## src/rtl/legv8_pkg.sv

```systemverilog
// Shared LEGv8 encoding constants, used by the instruction encoder/loader and the
// control unit so both sides agree on opcodes and field placement.
//   op_e          : symbolic operation codes carried on the 3-bit in_op bus
//   OPC_*         : 11-bit R/D opcodes, 8-bit CBZ opcode, 6-bit B opcode
//   *_MSB / *_LSB : bit positions of each instruction field
//   opcode11()    : maps an R/D operation to its 11-bit opcode
//   fits_signed() : checks that a 26-bit immediate sign-fits a narrower field
package legv8_pkg;

    typedef enum logic [2:0] {
        OpAdd  = 3'd0,
        OpSub  = 3'd1,
        OpAnd  = 3'd2,
        OpOrr  = 3'd3,
        OpLdur = 3'd4,
        OpStur = 3'd5,
        OpCbz  = 3'd6,
        OpB    = 3'd7
    } op_e;

    localparam logic [10:0] OPC_ADD  = 11'b10001011000;
    localparam logic [10:0] OPC_SUB  = 11'b11001011000;
    localparam logic [10:0] OPC_AND  = 11'b10001010000;
    localparam logic [10:0] OPC_ORR  = 11'b10101010000;
    localparam logic [10:0] OPC_LDUR = 11'b11111000010;
    localparam logic [10:0] OPC_STUR = 11'b11111000000;
    localparam logic [7:0]  OPC_CBZ  = 8'b10110100;
    localparam logic [5:0]  OPC_B    = 6'b000101;

    // R and D formats
    localparam int OPC_MSB   = 31;
    localparam int OPC_LSB   = 21;
    localparam int RM_MSB    = 20;
    localparam int RM_LSB    = 16;
    localparam int D_IMM_MSB = 20;
    localparam int D_IMM_LSB = 12;
    localparam int RN_MSB    = 9;
    localparam int RN_LSB    = 5;
    localparam int RD_MSB    = 4;
    localparam int RD_LSB    = 0;
    // CB format
    localparam int CB_OPC_MSB = 31;
    localparam int CB_OPC_LSB = 24;
    localparam int CB_IMM_MSB = 23;
    localparam int CB_IMM_LSB = 5;
    // B format
    localparam int B_OPC_MSB = 31;
    localparam int B_OPC_LSB = 26;
    localparam int B_IMM_MSB = 25;
    localparam int B_IMM_LSB = 0;

    localparam int unsigned D_IMM_W  = 9;
    localparam int unsigned CB_IMM_W = 19;

    function automatic logic [10:0] opcode11(op_e op);
        case (op)
            OpSub:   return OPC_SUB;
            OpAnd:   return OPC_AND;
            OpOrr:   return OPC_ORR;
            OpLdur:  return OPC_LDUR;
            OpStur:  return OPC_STUR;
            default: return OPC_ADD;
        endcase
    endfunction

    // True when every bit above the field's sign bit matches it.
    function automatic logic fits_signed(logic [25:0] imm, int unsigned width);
        logic [25:0] mask;
        mask = {26{1'b1}} << (width - 1);
        return ((imm & mask) == '0) || ((imm & mask) == mask);
    endfunction

endpackage

```

## src/rtl/legv8_word_pack.sv

```systemverilog
// Combinational LEGv8 word packer with immediate range check.
//   op       in  3   operation code (legv8_pkg::op_e)
//   rd       in  5   Rd (R) / Rt (D, CB)
//   rn       in  5   Rn (R, D)
//   rm       in  5   Rm (R)
//   imm      in  26  signed immediate (D address, CB offset, B offset)
//   word     out 32  packed instruction
//   range_ok out 1   immediate sign-fits the field of the selected format
module legv8_word_pack
    import legv8_pkg::*;
(
    input  logic [2:0]  op,
    input  logic [4:0]  rd,
    input  logic [4:0]  rn,
    input  logic [4:0]  rm,
    input  logic [25:0] imm,
    output logic [31:0] word,
    output logic        range_ok
);

    op_e op_kind;
    assign op_kind = op_e'(op);

    always_comb begin
        word     = '0;
        range_ok = 1'b1;
        unique case (op_kind)
            OpAdd, OpSub, OpAnd, OpOrr: begin
                word[OPC_MSB:OPC_LSB] = opcode11(op_kind);
                word[RM_MSB:RM_LSB]   = rm;
                word[RN_MSB:RN_LSB]   = rn;
                word[RD_MSB:RD_LSB]   = rd;
            end
            OpLdur, OpStur: begin
                word[OPC_MSB:OPC_LSB]     = opcode11(op_kind);
                word[D_IMM_MSB:D_IMM_LSB] = imm[D_IMM_W-1:0];
                word[RN_MSB:RN_LSB]       = rn;
                word[RD_MSB:RD_LSB]       = rd;
                range_ok                  = fits_signed(imm, D_IMM_W);
            end
            OpCbz: begin
                word[CB_OPC_MSB:CB_OPC_LSB] = OPC_CBZ;
                word[CB_IMM_MSB:CB_IMM_LSB] = imm[CB_IMM_W-1:0];
                word[RD_MSB:RD_LSB]         = rd;
                range_ok                    = fits_signed(imm, CB_IMM_W);
            end
            OpB: begin
                word[B_OPC_MSB:B_OPC_LSB] = OPC_B;
                word[B_IMM_MSB:B_IMM_LSB] = imm;
            end
        endcase
    end

endmodule

```

## src/rtl/instr_encoder_loader.sv

```systemverilog
// Encodes symbolic LEGv8 instructions from a valid/ready stream and writes them
// sequentially into instruction memory, one registered pipeline stage deep.
//   clk, reset            clock, synchronous active-high reset
//   start                 begin a load session (only honoured when idle)
//   in_valid / in_ready   beat handshake
//   in_op .. in_imm       symbolic instruction fields
//   in_last               final beat of the program
//   mem_we/addr/wdata     instruction memory write port
//   count                 words written this session
//   busy, done            session status, one-cycle completion pulse
//   err_range, err_full   sticky: immediate out of range / memory exhausted
module instr_encoder_loader
    import legv8_pkg::*;
#(
    parameter int unsigned ADDR_WIDTH = 6,
    parameter int unsigned BASE_ADDR  = 0
) (
    input  logic                  clk,
    input  logic                  reset,
    input  logic                  start,
    input  logic                  in_valid,
    output logic                  in_ready,
    input  logic [2:0]            in_op,
    input  logic [4:0]            in_rd,
    input  logic [4:0]            in_rn,
    input  logic [4:0]            in_rm,
    input  logic [25:0]           in_imm,
    input  logic                  in_last,
    output logic                  mem_we,
    output logic [ADDR_WIDTH-1:0] mem_addr,
    output logic [31:0]           mem_wdata,
    output logic [ADDR_WIDTH:0]   count,
    output logic                  busy,
    output logic                  done,
    output logic                  err_range,
    output logic                  err_full
);

    localparam logic [ADDR_WIDTH-1:0] BASE      = ADDR_WIDTH'(BASE_ADDR);
    localparam logic [ADDR_WIDTH:0]   LAST_SLOT = {1'b0, {ADDR_WIDTH{1'b1}}};

    typedef enum logic [1:0] {StIdle, StLoad, StFinish} state_e;

    state_e                state_q;
    logic [ADDR_WIDTH-1:0] ptr_q;
    logic [ADDR_WIDTH:0]   count_q;
    logic                  we_q;
    logic [31:0]           wdata_q;
    logic                  done_q;
    logic                  err_range_q;
    logic                  err_full_q;

    logic [31:0]           packed_word;
    logic                  range_ok;
    logic                  accept;
    logic [ADDR_WIDTH:0]   committed;
    logic                  fills_memory;

    legv8_word_pack u_pack (
        .op       (in_op),
        .rd       (in_rd),
        .rn       (in_rn),
        .rm       (in_rm),
        .imm      (in_imm),
        .word     (packed_word),
        .range_ok (range_ok)
    );

    assign accept = in_valid && (state_q == StLoad);
    // Words already written plus the one sitting in the pipeline register.
    assign committed    = count_q + {{ADDR_WIDTH{1'b0}}, we_q};
    assign fills_memory = (committed == LAST_SLOT);

    always_ff @(posedge clk) begin
        if (reset) begin
            state_q     <= StIdle;
            ptr_q       <= BASE;
            count_q     <= '0;
            we_q        <= 1'b0;
            wdata_q     <= '0;
            done_q      <= 1'b0;
            err_range_q <= 1'b0;
            err_full_q  <= 1'b0;
        end else begin
            done_q <= 1'b0;
            we_q   <= 1'b0;
            // The pending word is written this cycle; advance past it.
            if (we_q) begin
                ptr_q   <= ptr_q + 1'b1;
                count_q <= count_q + 1'b1;
            end
            case (state_q)
                StIdle: begin
                    if (start) begin
                        state_q     <= StLoad;
                        ptr_q       <= BASE;
                        count_q     <= '0;
                        err_range_q <= 1'b0;
                        err_full_q  <= 1'b0;
                    end
                end
                StLoad: begin
                    if (accept) begin
                        if (range_ok) begin
                            we_q    <= 1'b1;
                            wdata_q <= packed_word;
                        end else begin
                            err_range_q <= 1'b1;
                        end
                        if (in_last) begin
                            state_q <= StFinish;
                        end else if (range_ok && fills_memory) begin
                            state_q    <= StFinish;
                            err_full_q <= 1'b1;
                        end
                    end
                end
                StFinish: begin
                    done_q  <= 1'b1;
                    state_q <= StIdle;
                end
                default: state_q <= StIdle;
            endcase
        end
    end

    assign in_ready  = (state_q == StLoad);
    assign busy      = (state_q != StIdle);
    // A word pending when reset arrives is suppressed in that same cycle.
    assign mem_we    = we_q & ~reset;
    assign mem_addr  = ptr_q;
    assign mem_wdata = wdata_q;
    assign count     = count_q;
    assign done      = done_q;
    assign err_range = err_range_q;
    assign err_full  = err_full_q;

endmodule
```

## config.mk

```make
export PLATFORM = sky130hd
export DESIGN_NAME = instr_encoder_loader
export DESIGN_NICKNAME = d
export VERILOG_FILES = /design/src/rtl/legv8_pkg.sv /design/src/rtl/legv8_word_pack.sv /design/src/rtl/instr_encoder_loader.sv
export SDC_FILE = /design/constraint.sdc
export NUM_CORES = 1
export LEC_CHECK = 0
export BUFFER_PORTS_ARGS = -buffer_cell sky130_fd_sc_hd__buf_2
export CAP_MARGIN = 10
export CORE_ASPECT_RATIO = 1.75
export CORE_MARGIN = 2
export CORE_UTILIZATION = 45
export DETAILED_ROUTE_END_ITERATION = 8
export GPL_TIMING_DRIVEN = 0
export PLACE_DENSITY_LB_ADDON = 0.1
export SKIP_LAST_GASP = 1
export SYNTH_ARGS = -nofsm -noshare
export SYNTH_HDL_FRONTEND = slang
export SYNTH_SLANG_ARGS = --single-unit
```

## constraint.sdc

```tcl
create_clock -name clk -period 3.6 [get_ports clk]
set_input_delay 0.36 -clock clk [delete_from_list [all_inputs] [get_ports clk]]
set_output_delay 0.36 -clock clk [all_outputs]
set_load 0.01 [all_outputs]
```

==> results of run 1 <==
## routing by layer
layer  global-route usage [%]  up-vias  share of wire, %
li1                         -     1386                 -
met1                     25.3     1312                37
met2                     47.7       86                55
met3                     4.34       16               4.5
met4                     12.4        0               3.0
met5                        0        -                 0
## cell usage in the layout (no fill, tap or decap), types with 2 or more instances in the layout
master | synthesis | layout
o31ai_1 | 2 | 2
dfxtp_1 | 51 | 51
o41ai_1 | 2 | 2
inv_1 | 2 | 2
and2_1 | 3 | 3
nand4_1 | 8 | 8
nor2_1 | 23 | 23
nand2_1 | 20 | 20
o211ai_1 | 4 | 4
xor2_1 | 6 | 6
a21oi_1 | 35 | 35
nand2b_1 | 6 | 6
nor3b_1 | 2 | 2
xnor2_1 | 2 | 2
buf_1 | 3 | 3
nor3_1 | 2 | 2
a211oi_1 | 17 | 17
clkbuf_1 | 16 | 17
nand3_1 | 11 | 11
or4_1 | 4 | 4
buf_2 | 5 | 101
a2bb2oi_1 | 2 | 2
mux2i_1 | 25 | 25
o21ai_0 | 28 | 28
or3_1 | 3 | 3
clkbuf_8 | 0 | 5
ha_1 | 4 | 4
nor2b_1 | 10 | 10
nor4_1 | 4 | 4
a311oi_1 | 8 | 8
## registers in the layout, summed over array words and instances (netlist names)
register / cells
done: 1
mem_wdata: 32
err_range: 1
count: 7
state_q: 2
mem_addr: 6
we_q: 1
err_full: 1
## stage by stage
stage	hold WS, ns	cells	area [sq um]	utilization, %	setup slack [ns]
2_1_floorplan	0.454	319	2670	-	1.74
3_3_place_gp	0.437	493	3250	56.2	1.32
3_5_place_dp	0.444	493	3250	56.2	1.32
4_1_cts	0.259	501	3330	57.6	1.64
5_1_grt	0.286	501	3330	57.6	1.47
6_report	0.272	501	3330	57.6	1.64
## final cells by class
cell class	count	area, sq um	share of cell area, %
plain buffers	26	115	3.45
flip-flops and latches	51	1020	30.6
clock buffers	6	72.6	2.18
clock inverters	2	12.5	0.375
repair buffers	96	480	14.4
inverters	3	11.3	0.338
multi-input cells	239	1520	45.7
well taps	78	97.6	2.93
## cell families (layout without fill, tap and decap cells)
kind of cell / Yosys count / count (layout)
xor+xnor: 8 / 8
mux: 25 / 25
fa+ha+maj: 4 / 4
buf+inv: 29 / 133
flops: 51 / 51
compound gates: 105 / 105
simple gates: 97 / 97
## path summary, 6_finish.rpt
| check | cells past startpoint | slack [ns] | startpoint | endpoint |
|---|---|---|---|---|
| hold reg to reg | 2 | 0.47 | err_full | err_full |
| setup / recovery | 6 | 1.64 | state_q[0] | mem_wdata[18] |
| hold / removal | 2 | 0.27 | in_last | err_full |
| setup reg to reg | 6 | 1.64 | state_q[0] | mem_wdata[18] |
## power groups by stage
| stage | Combinational [uW] | Sequential [uW] | Clock [uW] |
|---|---|---|---|
| after global placement | 241 | 611 | 0 |
| after global routing | 268 | 601 | 364 |
| after floorplan | 133 | 619 | 0 |
| final | 243 | 599 | 336 |
| after CTS | 243 | 599 | 345 |
| after detailed placement | 243 | 612 | 0 |
## worst reg2reg max path, cell delays in order, from the launching register on
cell	delay, ns
dfxtp_1	0.39
nor2b_1	0.27
and2_1	0.17
clkbuf_1	0.26
clkbuf_1	0.43
a21oi_1	0.13
a211oi_1	0.23
==> impl_metrics.yaml, run 1 <==
sta:
  setup-tns-final_ns: 0
  period_needed_ns: 1.96
  tightest_slew_ns: 0.605
  setup_viol: 0
  hold_viol: 0
  finalCritPeriodShare_pct: 54.3
  rsz0062_at_grt: "no"
  max_freq_mhz: 511
  maxSlewViolCount: 0
  fin_skew_ns: 0.00750
  slew_headroom_pct: 59.6
floorplanning:
  io_pins: 100
  core_region_area_sq_um: 5790
  die_area_sq_um: 6590
  die_h_microns: 106
  initial_core_util_pct: 46.2
  die_w_microns: 62.2
  rows: 37
yosys:
  syn_avg_cell_area_sq_um: 8.37
  ys.flop_type: "dfxtp_1"
  synth_compound_area_share_pct: 24.8
  yosysTopAreaCell: "dfxtp_1"
  ys_ff_latch: 51
  synth-xor-area-share_pct: 2.62
  synth_commonest_cells: "dfxtp_1 (51), a21oi_1 (35), o21ai_0 (28)"
  synth_edf_count: 0
  syn-cell-area_sq_um: 2670
  synthMuxAreaShare_pct: 9.37
  synthAdderAreaFrac_pct: 1.87
  synth_nets: 372
  yosysMostFrequentCell: "dfxtp_1"
  synthTopCellsByArea: "dfxtp_1 (38%), mux2i_1 (9.4%), a21oi_1 (6.6%)"
  seq_area_frac_synth_pct: 38.2
  syn_inst: 319
  synth-simple-area-share_pct: 18.4
  synthDistinctLibCells: 40
  synth_top_family_by_area: "compound AO/OA/AOI/OAI gates"
  synthArstFlopShare_pct: 0
  yosys.area.top_type_share_pct: 38.2
  ys.warnings.count: 0
cts:
  cts_tree: "done"
  cts_max_level: 2
  clkTransAtPathRegs_ns: 0.09
  cts_root_buffer: "clkbuf_8"
  insertion_delay_ns: 0.32
  clock-sinks: 51
  cts_inserted_buffers: 5
  postCtsHoldBufs: 0
  clockBufferDepth: 2
  cts_resized: 0
  post_cts_buffers: 0
setup_path:
  cp_common_cell: "clkbuf_1"
  cp_max_fo: 10
  crit_chain: "nor2b_1 > and2_1 > clkbuf_1 > clkbuf_1 > a21oi_1 > a211oi_1"
  crit_buf_inv: 2
  critPathLaunchType: "flip-flop"
  crit_arrival_ns: 2.19
  crit_family: "buffers and inverters"
  slowest_stage: "clkbuf_1"
  slowest_delay_ns: 0.43
  setup.worst_path.class: "flip-flop to flip-flop"
  end_kind: "flip-flop"
  timing.critical_path.required_ns: 3.83
power_and_ir_drop:
  p_leak_uw: 0.00145
  vdd_drop_max_mv: 0.198
  power_density_nw_per_um2: 353
  p_comb_share_pct: 20.6
  seqPwrFrac_pct: 50.8
  swShare_pct: 30.8
  total_power_uw: 1180
  power.internal_uw: 815
  p_sw_uw: 363
  power_frac_clock_pct: 28.5
placement:
  globalplace.congestion: 0.885
  portBuffers: 96
  dp_hpwl_microns: 6370
outcome:
  status: "finished clean"
route:
  num_vias: 2800
  via_per_inst: 5.59
  drt_wl_total_microns: 8090
  wl_per_cell_microns: 16.1
  drt_iter0_markers: 94
  antenna_left: 0
  firstDrtPassIters: 4
  drcViolationCount: 0
layout:
  fill_cells: 588
  layout-drive-gt1-share_pct: 26.7
  area.growth.synth_to_final_pct: 24.8
  fin_nets: 475
  antenna_cells: 0
global_route:
  first_global_vias: 2697
  grt_max_degree: 16
  grt_pass1_wl_microns: 12800
  grt_usage_pct: 24.8
  grt-ovfl-total: 0
  antenna_found_initial: 0
run:
  drv_cap: 0
hold_path:
  hold_class: "input pin to flip-flop"
Power figures use the tool's default switching activity.
==> run 2, diff against run 1 <==
Clock period 3.6 ns to 2 ns, I/O delays scaled along.
==> run 2 against run 1 <==
Net effect:
- clock power up 82%
- critical endpoint is now err_full
- cell count up 0.40%
- die area unchanged
- via count up 0.64%
- critical path type unchanged
- register-to-register slack worse by 1.6 ns
- fmax up 0.27%
- combinational power up 83%
- sequential cell count unchanged
- critical path depth up 1
- clock skew about the same
==> impl_metrics.yaml, run 2 (synthesized netlist as in run 1, its figures left out) <==
sta:
  setup_ws_ns: 0.0488
  period_needed_ns: 1.95
  max_freq_mhz: 513
  setup_viol: 0
  tightest_slew_ns: 0.610
  slew_headroom_pct: 59.3
  finalCritPeriodShare_pct: 97.6
  setup-tns-final_ns: 0
  fin_skew_ns: 0.00781
  maxSlewViolCount: 0
  hold_viol: 0
cts:
  cts_inserted_buffers: 5
  cts_max_level: 2
  cts_tree: "done"
  cts_root_buffer: "clkbuf_8"
  clkTransAtPathRegs_ns: 0.09
  clock-sinks: 51
  insertion_delay_ns: 0.32
  clockBufferDepth: 2
  postCtsHoldBufs: 0
global_route:
  grtUsageMet2_pct: 47.8
  grt_max_degree: 16
  use_met3_pct: 4.02
  antenna_found_initial: 0
  grt_usage_pct: 24.8
  grt_pass1_wl_microns: 12800
  first_global_vias: 2689
  grt-ovfl-total: 0
  grt_busiest_layer: "met2"
  gr-usage-met1_pct: 25.3
route:
  drcViolationCount: 0
  drt_wl_total_microns: 8210
  firstDrtPassIters: 4
  antenna_left: 0
  drt_iter0_markers: 98
  wl_per_cell_microns: 16.3
  num_vias: 2818
  via_per_inst: 5.60
power_and_ir_drop:
  power_density_nw_per_um2: 628
  p_leak_uw: 0.00147
  vdd_drop_max_mv: 0.372
layout:
  regArea_sq_um: 1020
  final_cells: 503
  utilization_pct: 58.7
  multi_input_area_sq_um: 1560
  largest_reg_flops: 32
  antenna_cells: 0
  final_cell_mix: "buf_2 (101), dfxtp_1 (50), a21oi_1 (34)"
  fin_nets: 477
  fill_cells: 582
  layout-drive-gt1-share_pct: 28.9
  area.growth.synth_to_final_pct: 27.1
  layout_commonest_cell: "buf_2"
setup_path:
  end_kind: "flip-flop"
  critPathLaunchType: "flip-flop"
  crit_buf_inv: 0
  crit_chain: "ha_4 > ha_1 > nand2b_4 > nor2_1 > nand3_1 > a2111o_1 > o41ai_2"
  crit_arrival_ns: 2.18
  slowest_delay_ns: 0.44
  crit_family: "compound AO/OA/AOI/OAI gates"
  setup.worst_path.class: "flip-flop to flip-flop"
  timing.critical_path.required_ns: 2.22
  cp_max_fo: 4
  slowest_stage: "a2111o_1"
hold_path:
  hold_class: "input pin to flip-flop"
floorplanning:
  core_region_area_sq_um: 5790
  die_w_microns: 62.2
  rows: 37
  die_area_sq_um: 6590
  io_pins: 100
  die_h_microns: 106
  initial_core_util_pct: 46.2
placement:
  globalplace.congestion: 0.885
  place_ws_ns: -0.119
  portBuffers: 96
  dp.cells: 493
  dp_hpwl_microns: 6370
outcome:
  status: "finished clean"
run:
  drv_cap: 0
run 2: cell type report:
type,instances,area share (%)
buffer,26,3.46
inverter,3,0.332
clock buffer,6,2.14
sequential,51,30.2
timing repair buffer,98,14.6
multi-input combinational,239,46.0
tap,78,2.88
clock inverter,2,0.369
run 2: path summary, 6_finish.rpt:
kind / startpoint / end / slack, ns / depth (start not counted)
max: count[0] / err_full / 0.05 / 7
min: in_last / err_full / 0.11 / 2
max reg2reg: count[0] / err_full / 0.05 / 7
min reg2reg: mem_wdata[23] / mem_wdata[23] / 0.48 / 2
run 2: stage by stage:
stage	hold slack (ns)	area (sq um)	power [uW]
2_1_floorplan	0.302	2670	1350
5_1_grt	0.112	3390	2220
3_5_place_dp	0.442	3250	1540
4_1_cts	0.0991	3330	2140
6_report	0.111	3390	2130
3_3_place_gp	0.437	3250	1530
run 2: routing by layer:
layer,wire [microns],vias up,share of wire (%)
met4,244,0,3.0
met3,405,18,4.9
met5,0,-,0
met2,4520,91,55
li1,-,1390,-
met1,3040,1319,37
run 2: what timing repair did:
| action | in CTS | in global routing |
|---|---|---|
| setup endpoints to repair | 0 | 23 |
| gates resized for setup | 0 | 14 |
| buffers inserted | 0 | 2 |
run 2: report_power, final:
part	internal, uW	switching, uW	leakage (uW)
registers	1050	24.3	0.000414
logic	170	274	0.00102
clock network	246	365	0.0000412
